[src/rtl/rep_str_seq.sv]
// EX-stage sequencer for string instructions (MOVS/CMPS/STOS/LODS with optional REP/REPE/REPNE).
// Steps memory accesses, ESI/EDI updates via ALU1 and the ECX count; holds the pipeline until retire.
module rep_str_seq #(
    parameter int unsigned CNT_W   = 32,
    parameter logic [3:0]  OP_PTR  = 4'b1010,
    parameter logic [3:0]  OP_PASS = 4'b0100
) (
    input  logic             clk,
    input  logic             rst,
    input  logic             start,
    input  logic [1:0]       str_op,
    input  logic [1:0]       rep_mode,
    input  logic [CNT_W-1:0] ecx_in,
    input  logic             stall,
    input  logic             mem_rd_done,
    input  logic             mem_wr_done,
    input  logic             cmps_zf,
    output logic             busy,
    output logic [3:0]       alu1_op,
    output logic             ptr_sel,
    output logic             ld_esi,
    output logic             ld_edi,
    output logic             mem_rd_req,
    output logic             mem_wr_req,
    output logic             mem_lat_en,
    output logic             ld_cmps_flags,
    output logic             ecx_wr,
    output logic [CNT_W-1:0] ecx_out,
    output logic             done
);

    typedef enum logic [2:0] {
        S_IDLE,
        S_RD_SRC,
        S_RD_DST,
        S_WR,
        S_UPD_SI,
        S_UPD_DI,
        S_CNT,
        S_DONE
    } state_e;

    typedef enum logic [1:0] {
        OP_MOVS = 2'b00,
        OP_CMPS = 2'b01,
        OP_STOS = 2'b10,
        OP_LODS = 2'b11
    } str_op_e;

    typedef enum logic [1:0] {
        REP_NONE = 2'b00,
        REP_E    = 2'b01,
        REP_NE   = 2'b10,
        REP_RSVD = 2'b11
    } rep_e;

    state_e           state_q, state_d;
    str_op_e          op_q, op_d;
    rep_e             rep_q, rep_d;
    logic [CNT_W-1:0] cnt_q, cnt_d;
    logic             zf_q, zf_d;

    logic [CNT_W-1:0] cnt_dec;
    rep_e             rep_in;
    state_e           first_in;
    state_e           first_q;
    logic             term;

    always_comb begin
        cnt_dec  = cnt_q - CNT_W'(1);
        rep_in   = (rep_mode == REP_RSVD) ? REP_NONE : rep_e'(rep_mode);
        first_in = (str_op == OP_STOS) ? S_WR : S_RD_SRC;
        first_q  = (op_q == OP_STOS) ? S_WR : S_RD_SRC;
        // REPE/REPNE only consult ZF for CMPS; other ops fall back to plain REP
        term     = (cnt_dec == '0)
                 || ((op_q == OP_CMPS) && (rep_q == REP_E)  && !zf_q)
                 || ((op_q == OP_CMPS) && (rep_q == REP_NE) &&  zf_q);
    end

    always_comb begin
        state_d       = state_q;
        op_d          = op_q;
        rep_d         = rep_q;
        cnt_d         = cnt_q;
        zf_d          = zf_q;
        busy          = 1'b0;
        alu1_op       = OP_PASS;
        ptr_sel       = 1'b0;
        ld_esi        = 1'b0;
        ld_edi        = 1'b0;
        mem_rd_req    = 1'b0;
        mem_wr_req    = 1'b0;
        mem_lat_en    = 1'b0;
        ld_cmps_flags = 1'b0;
        ecx_wr        = 1'b0;
        ecx_out       = '0;
        done          = 1'b0;

        case (state_q)
            S_IDLE: begin
                if (start) begin
                    op_d  = str_op_e'(str_op);
                    rep_d = rep_in;
                    cnt_d = ecx_in;
                    if ((rep_in != REP_NONE) && (ecx_in == '0)) begin
                        state_d = S_DONE;
                    end else begin
                        state_d = first_in;
                    end
                end
            end
            S_RD_SRC: begin
                busy       = 1'b1;
                mem_rd_req = 1'b1;
                if (mem_rd_done) begin
                    mem_lat_en = 1'b1;
                    case (op_q)
                        OP_CMPS: state_d = S_RD_DST;
                        OP_MOVS: state_d = S_WR;
                        default: state_d = S_UPD_SI;
                    endcase
                end
            end
            S_RD_DST: begin
                busy       = 1'b1;
                ptr_sel    = 1'b1;
                mem_rd_req = 1'b1;
                if (mem_rd_done) begin
                    ld_cmps_flags = 1'b1;
                    zf_d          = cmps_zf;
                    state_d       = S_UPD_SI;
                end
            end
            S_WR: begin
                busy       = 1'b1;
                mem_wr_req = 1'b1;
                if (mem_wr_done) begin
                    state_d = (op_q == OP_MOVS) ? S_UPD_SI : S_UPD_DI;
                end
            end
            S_UPD_SI: begin
                busy    = 1'b1;
                alu1_op = OP_PTR;
                ld_esi  = 1'b1;
                state_d = (op_q == OP_LODS) ? S_CNT : S_UPD_DI;
            end
            S_UPD_DI: begin
                busy    = 1'b1;
                alu1_op = OP_PTR;
                ptr_sel = 1'b1;
                ld_edi  = 1'b1;
                state_d = S_CNT;
            end
            S_CNT: begin
                busy = 1'b1;
                if (rep_q == REP_NONE) begin
                    state_d = S_DONE;
                end else begin
                    ecx_wr  = 1'b1;
                    ecx_out = cnt_dec;
                    cnt_d   = cnt_dec;
                    state_d = term ? S_DONE : first_q;
                end
            end
            S_DONE: begin
                done    = 1'b1;
                state_d = S_IDLE;
            end
            default: begin
                state_d = S_IDLE;
            end
        endcase

        // Stall freezes all state (done inputs included) and suppresses every
        // one-cycle side effect; request levels stay up so memory keeps them.
        if (stall) begin
            state_d       = state_q;
            op_d          = op_q;
            rep_d         = rep_q;
            cnt_d         = cnt_q;
            zf_d          = zf_q;
            ld_esi        = 1'b0;
            ld_edi        = 1'b0;
            ecx_wr        = 1'b0;
            ld_cmps_flags = 1'b0;
            mem_lat_en    = 1'b0;
            done          = 1'b0;
        end

        // Reset drops requests and register writes in the same cycle it is seen.
        if (rst) begin
            busy          = 1'b0;
            alu1_op       = OP_PASS;
            ptr_sel       = 1'b0;
            ld_esi        = 1'b0;
            ld_edi        = 1'b0;
            mem_rd_req    = 1'b0;
            mem_wr_req    = 1'b0;
            mem_lat_en    = 1'b0;
            ld_cmps_flags = 1'b0;
            ecx_wr        = 1'b0;
            ecx_out       = '0;
            done          = 1'b0;
        end
    end

    always_ff @(posedge clk) begin
        if (rst) begin
            state_q <= S_IDLE;
            op_q    <= OP_MOVS;
            rep_q   <= REP_NONE;
            cnt_q   <= '0;
            zf_q    <= 1'b0;
        end else begin
            state_q <= state_d;
            op_q    <= op_d;
            rep_q   <= rep_d;
            cnt_q   <= cnt_d;
            zf_q    <= zf_d;
        end
    end

endmodule
[config.mk]
export PLATFORM = sky130hd
export DESIGN_NAME = rep_str_seq
export DESIGN_NICKNAME = d
export VERILOG_FILES = /design/src/rtl/rep_str_seq.sv
export SDC_FILE = /design/constraint.sdc
export NUM_CORES = 1
export LEC_CHECK = 0
export CAP_MARGIN = 20
export CORE_ASPECT_RATIO = 1.4
export CORE_UTILIZATION = 50
export CTS_CLUSTER_SIZE = 28
export DETAILED_ROUTE_END_ITERATION = 10
export PLACE_DENSITY = 0.86
export SYNTH_ARGS = -nofsm -noshare
export SYNTH_HDL_FRONTEND = slang
export SYNTH_SLANG_ARGS = --single-unit
[constraint.sdc]
create_clock -name clk -period 3.5 [get_ports clk]
set_clock_uncertainty 0.1 [all_clocks]
set_input_delay 0.525 -clock clk [delete_from_list [all_inputs] [get_ports clk]]
set_output_delay 0.525 -clock clk [all_outputs]
set_load 0.1 [all_outputs]
== Word-level counts from Yosys, hierarchy flattened ==
Cells that the tools add are included.
Cells by class
  $add $sub $neg: 1
  multipliers: 0
  divide/modulo/power cells: 0
  order comparisons: 0
  equal/unequal tests: 19
  shift-type cells: 0
  mux-type cells: 50
  bitwise gates (word level): 1
  reduce and logical (&&, ||, !) cells: 23
Operator list (count)
  $mux 32: 5
  $logic_not 32->1: 2
  $pmux 32 s2: 1
  $sub 32x1->32 const B: 1
  $mux 1: 29
  $pmux 3 s8: 1
  $mux 3: 7
  $eq 3x3->1 const B: 4
  $eq 2x2->1 const B: 5
  $ne 2x2->1 const B: 5
  $mux 2: 4
  $mux 4: 2
  $eq 3x2->1 const B: 2
  $pmux 3 s2: 1
  $reduce_and 3->1: 2
  $reduce_or 2->1: 3
  $reduce_or 6->1: 1
  $logic_and 1x1->1: 5
  $reduce_and 5->1: 1
  $eq 2x1->1 const B: 2
  $logic_not 2->1: 2
  $reduce_and 4->1: 1
  $reduce_bool 2->1: 2
  $eq 3x1->1 const B: 1
  other kinds (4): 5
Storage, ports and cells
  register bits: 40
  latch bits: 0
  bits in writable memories: 0
  bits in read-only memories: 0
  output and inout port bits: 46
  memories: 0

== Longest topological paths before layout ==
  depth after elaboration: 8
  mapped depth: 11

== Worst setup path before layout ==
OpenSTA, ideal clock, no wires.
  kind: input -> output
  start: in stall
  end: out mem_lat_en
  arrival: 3.707 ns
  data required time: 2.875 ns
  slack: -0.832 ns
  cell stages on the path: 3
  path buffers: 1
  path through: clkbuf_1 -> nand2b_1 -> nor4_1
On the way
  longest elaborated chain between the ends: 2
RTL lines
  start: declaration: RTL line 14  | input logic stall,
  $mux 1: RTL line 176  | if (stall) begin
  $mux 1: RTL line 191  | if (rst) begin
  end: declaration: RTL line 25  | output logic mem_lat_en,
No other way between the ends.

== Final worst setup path ==
  start: reg cnt_q[5]
  end: out ecx_out[26]
On the way
  longest elaborated chain between the ends: 4
RTL lines
  start: declaration: RTL line 60  | logic [CNT_W-1:0] cnt_q, cnt_d;
  start signal: assignment: RTL line 218  | cnt_q <= cnt_d;
  $sub 32x1->32: RTL line 70  | cnt_dec = cnt_q - CNT_W'(1);
  $mux 32: RTL line 156  | if (rep_q == REP_NONE) begin
  $mux 32: RTL line 99  | case (state_q)
  $mux 32: RTL line 191
  end: declaration: RTL line 28  | output logic [CNT_W-1:0] ecx_out,
No other way between the ends.

==> results.cfg <==
[logic_synthesis]
post_synth_xor_area_fraction_pct = 6.56
synth_simple_gate_area_share_pct = 37.1
asyncSetResetFlopFracSynth_pct = 0
syn-mean-instance-area_um2 = 6.79
synth_adder_area_share_pct = 1.39
ys_types = 66
ys_ff_latch = 40
synth_warnings = 0
sequential_share_of_the_synthesized_area_pct = 22.2
postSynthCellCount = 531
synthFlopType = sky130_fd_sc_hd__dfxtp_1
area_fraction_in_compound_gates_after_synthesis_pct = 23.8
syn_area_um2 = 3600
edff_count_synth = 0
multiplexer_area_fraction_after_synthesis_pct = 1.67
postSynthNetCount = 578
largest_family_of_logic_cells_by_synthesized_area = simple AND/OR/NAND/NOR gates

[cells_and_area]
antenna_cells = 0
finalNetCount = 633
design_area_um2 = 5170
post_route_cells_drive_above_1_share_pct = 19.4
flow.area_growth_from_synthesis_pct = 43.4
final_cells = 682
finalCoreUtilization_pct = 74.1

[routing]
via_per_inst = 6.19
antenna_violating_nets_post_route = 0
drt_iter0_drc = 279
drt-total-wl_um = 11600
wl_per_cell_um = 17.0
number_of_remaining_drc_errors = 0
detailed_route_via_count = 4223
detail_route.first_pass.iterations = 6

[global_routing]
global_route.overflow_total = 0
first_pass_grt_wire_length_um = 18300
groute.usage.overall_pct = 31.0
pin_count_of_the_biggest_net_entering_global_routing = 68
grt_pass1_vias = 3894
antenna_violations_before_repair = 0

[floorplanning]
floorplan.die_area_um2 = 7560
ios = 89
initial_core_util_pct = 51.6
core-area_um2 = 6980
rows = 36
floorplan.die.height_um = 102
die-width_um = 73.8

[place]
gp_congestion = 0.866
dpl_cells = 674
placement.io_buffers = 87
place_area_um2 = 4990
dp_hpwl_um = 8360

[clock_tree]
root_buffer = sky130_fd_sc_hd__clkbuf_8
tritoncts = yes
cts-root-to-sink-buffers = 2
htreeDepth = 2
clkLatencyLatePin_ns = 0.30
clock-sinks = 40
cts_buffers = 5
path_clk_slew_ns = 0.09
cts_hold_buffers = 0

[sta]
timing.final.crit_period_ns = 3.36
max_slew_vio_count = 0
timing.final.setup_violations = 0
worst-slew-pin-transition_ns = 1.07
finalCritPeriodShare_pct = 96.0
maxSlewHeadroom_pct = 28.7
timing.setup.tns_ns = 0
finalHoldViolations = 0
fmax_mhz = 298

[outcome]
status = complete, no violations

[pwr]
ir_drop_mv = 0.253
p_clk_share_pct = 25.4
power-per-cell-area_nw_per_um2 = 410
static-leakage-power_nw = 1.89
power.switching_fraction_pct = 41.3
pwr-share-seq_pct = 26.8
pwr-share-comb_pct = 47.8
power.switching_mw = 0.875
p_total_mw = 2.12
power.internal_mw = 1.24

[worst_hold_path]
hp_class = register to register

[worst_setup_path]
critical_path_buf_inv_count = 1
critPathCaptureType = output pin
critical_path.max_stage_delay_ns = 0.52
critical_path.slowest_cell = sky130_fd_sc_hd__nor4_4
timing.critical_path.from_type = register
worst_path_cell_trace = nor4_4, nand4_4, nor3_4, nor3b_4, xnor2_1, nor2_2, buf_12
critPathRequiredTime_ns = 2.87
timing.critical_path.max_delay_family = simple AND/OR/NAND/NOR gates
largest_fanout_of_any_net_on_the_critical_path = 16
critPathArrivalTime_ns = 2.74
crit_path_class = register to output pin

[run]
timing.max_cap.violations = 0
## per-stage QoR
step / setup WS [ns] / hold slack (ns)
6_report: 0.139 / 0.382
4_1_cts: 0.0840 / 0.373
3_3_place_gp: 0.300 / 0.353
5_1_grt: -0.0415 / 0.388
2_1_floorplan: -0.232 / 0.344
3_5_place_dp: 0.308 / 0.362
## state kept, by name (all words and copies together), names as in the netlist
signal and count:
state_q 3, rep_q 2, op_q 2, cnt_q 32, zf_q 1
## power groups by stage
stage,logic (mW),clock network [mW],registers (mW)
3_3_place_gp,0.956,0,0.571
6_report,1.01,0.538,0.567
5_1_grt,1.09,0.559,0.573
4_1_cts,0.985,0.538,0.563
2_1_floorplan,0.766,0,0.534
3_5_place_dp,0.978,0,0.573
## cells in the mapped netlist, types with 5 or more instances
library cell | n | area (um^2)
sky130_fd_sc_hd__a21oi_1 | 46 | 230
sky130_fd_sc_hd__a22oi_1 | 12 | 90.1
sky130_fd_sc_hd__a31oi_1 | 6 | 37.5
sky130_fd_sc_hd__clkbuf_1 | 36 | 135
sky130_fd_sc_hd__dfxtp_1 | 40 | 801
sky130_fd_sc_hd__inv_1 | 10 | 37.5
sky130_fd_sc_hd__mux2i_1 | 6 | 60.1
sky130_fd_sc_hd__nand2_1 | 53 | 199
sky130_fd_sc_hd__nand3_1 | 8 | 40.0
sky130_fd_sc_hd__nand3b_1 | 5 | 37.5
sky130_fd_sc_hd__nand4_1 | 5 | 31.3
sky130_fd_sc_hd__nor2_1 | 94 | 353
sky130_fd_sc_hd__nor2b_1 | 9 | 56.3
sky130_fd_sc_hd__nor3_1 | 22 | 110
sky130_fd_sc_hd__nor4_1 | 16 | 100
sky130_fd_sc_hd__nor4b_1 | 5 | 43.8
sky130_fd_sc_hd__o21ai_0 | 32 | 160
sky130_fd_sc_hd__or2_2 | 6 | 37.5
sky130_fd_sc_hd__or3_1 | 7 | 43.8
sky130_fd_sc_hd__xnor2_1 | 19 | 166
sky130_fd_sc_hd__xor2_1 | 8 | 70.1
## layout by cell type, fill, tap and decap left out, types with 15 or more instances in the layout
cell	synthesis	routed
sky130_fd_sc_hd__nor2_1	94	74
sky130_fd_sc_hd__nand2_1	53	53
sky130_fd_sc_hd__a21oi_1	46	45
sky130_fd_sc_hd__buf_12	0	45
sky130_fd_sc_hd__clkdlybuf4s50_1	0	42
sky130_fd_sc_hd__dfxtp_1	40	40
sky130_fd_sc_hd__o21ai_0	32	32
sky130_fd_sc_hd__nor2_2	0	20
sky130_fd_sc_hd__xnor2_1	19	19
sky130_fd_sc_hd__nor3_1	22	18
sky130_fd_sc_hd__nor4_1	16	15
## what timing repair did
item	4_1_cts	5_1_grt
endpoints found under the setup margin	1	3
buffers inserted	0	0
resized for setup	1	3
endpoints found under the hold margin	0	0
## path summary, 6_finish.rpt
path,from,slack (ns),depth (start not counted),end
max,cnt_q[5],0.14,7,ecx_out[26]
min reg2reg,cnt_q[31],0.38,2,cnt_q[31]
max reg2reg,cnt_q[5],0.57,7,state_q[2]
min,cnt_q[31],0.38,2,cnt_q[31]
## layer usage
layer	vias to the layer above	GRT usage, %	share of wire (%)
li1	1995	-	-
met4	0	12.4	2.4
met5	-	0	0
met3	20	3.55	7.5
met2	227	58.4	53
met1	1981	34.5	37
## final cells by class
type,count,area [um^2]
clock buffers,5,68.8
clock inverters,3,90.1
inverters,10,37.5
well taps,95,119
repair buffers,97,1400
fillers,529,1810
multi-input cells,432,2660
flip-flops and latches,40,801
## logic make-up after synthesis
family,count (synthesis)
other,1
AOI/OAI and AO/OA,137
adders and majority gates,4
and+or+nand+nor,257
muxes,6
buffers and inverters,59
xor gates and xnor gates,27
DFF,40
## worst min-delay path, delay by kind of cell (launching register included)
| family | cells | cell delay, ns |
|---|---|---|
| DFF | 1 | 0.33 |
| and+or+nand+nor | 1 | 0.06 |
| AOI/OAI and AO/OA | 1 | 0.06 |
Note: power is estimated with default switching activity, not from simulation.
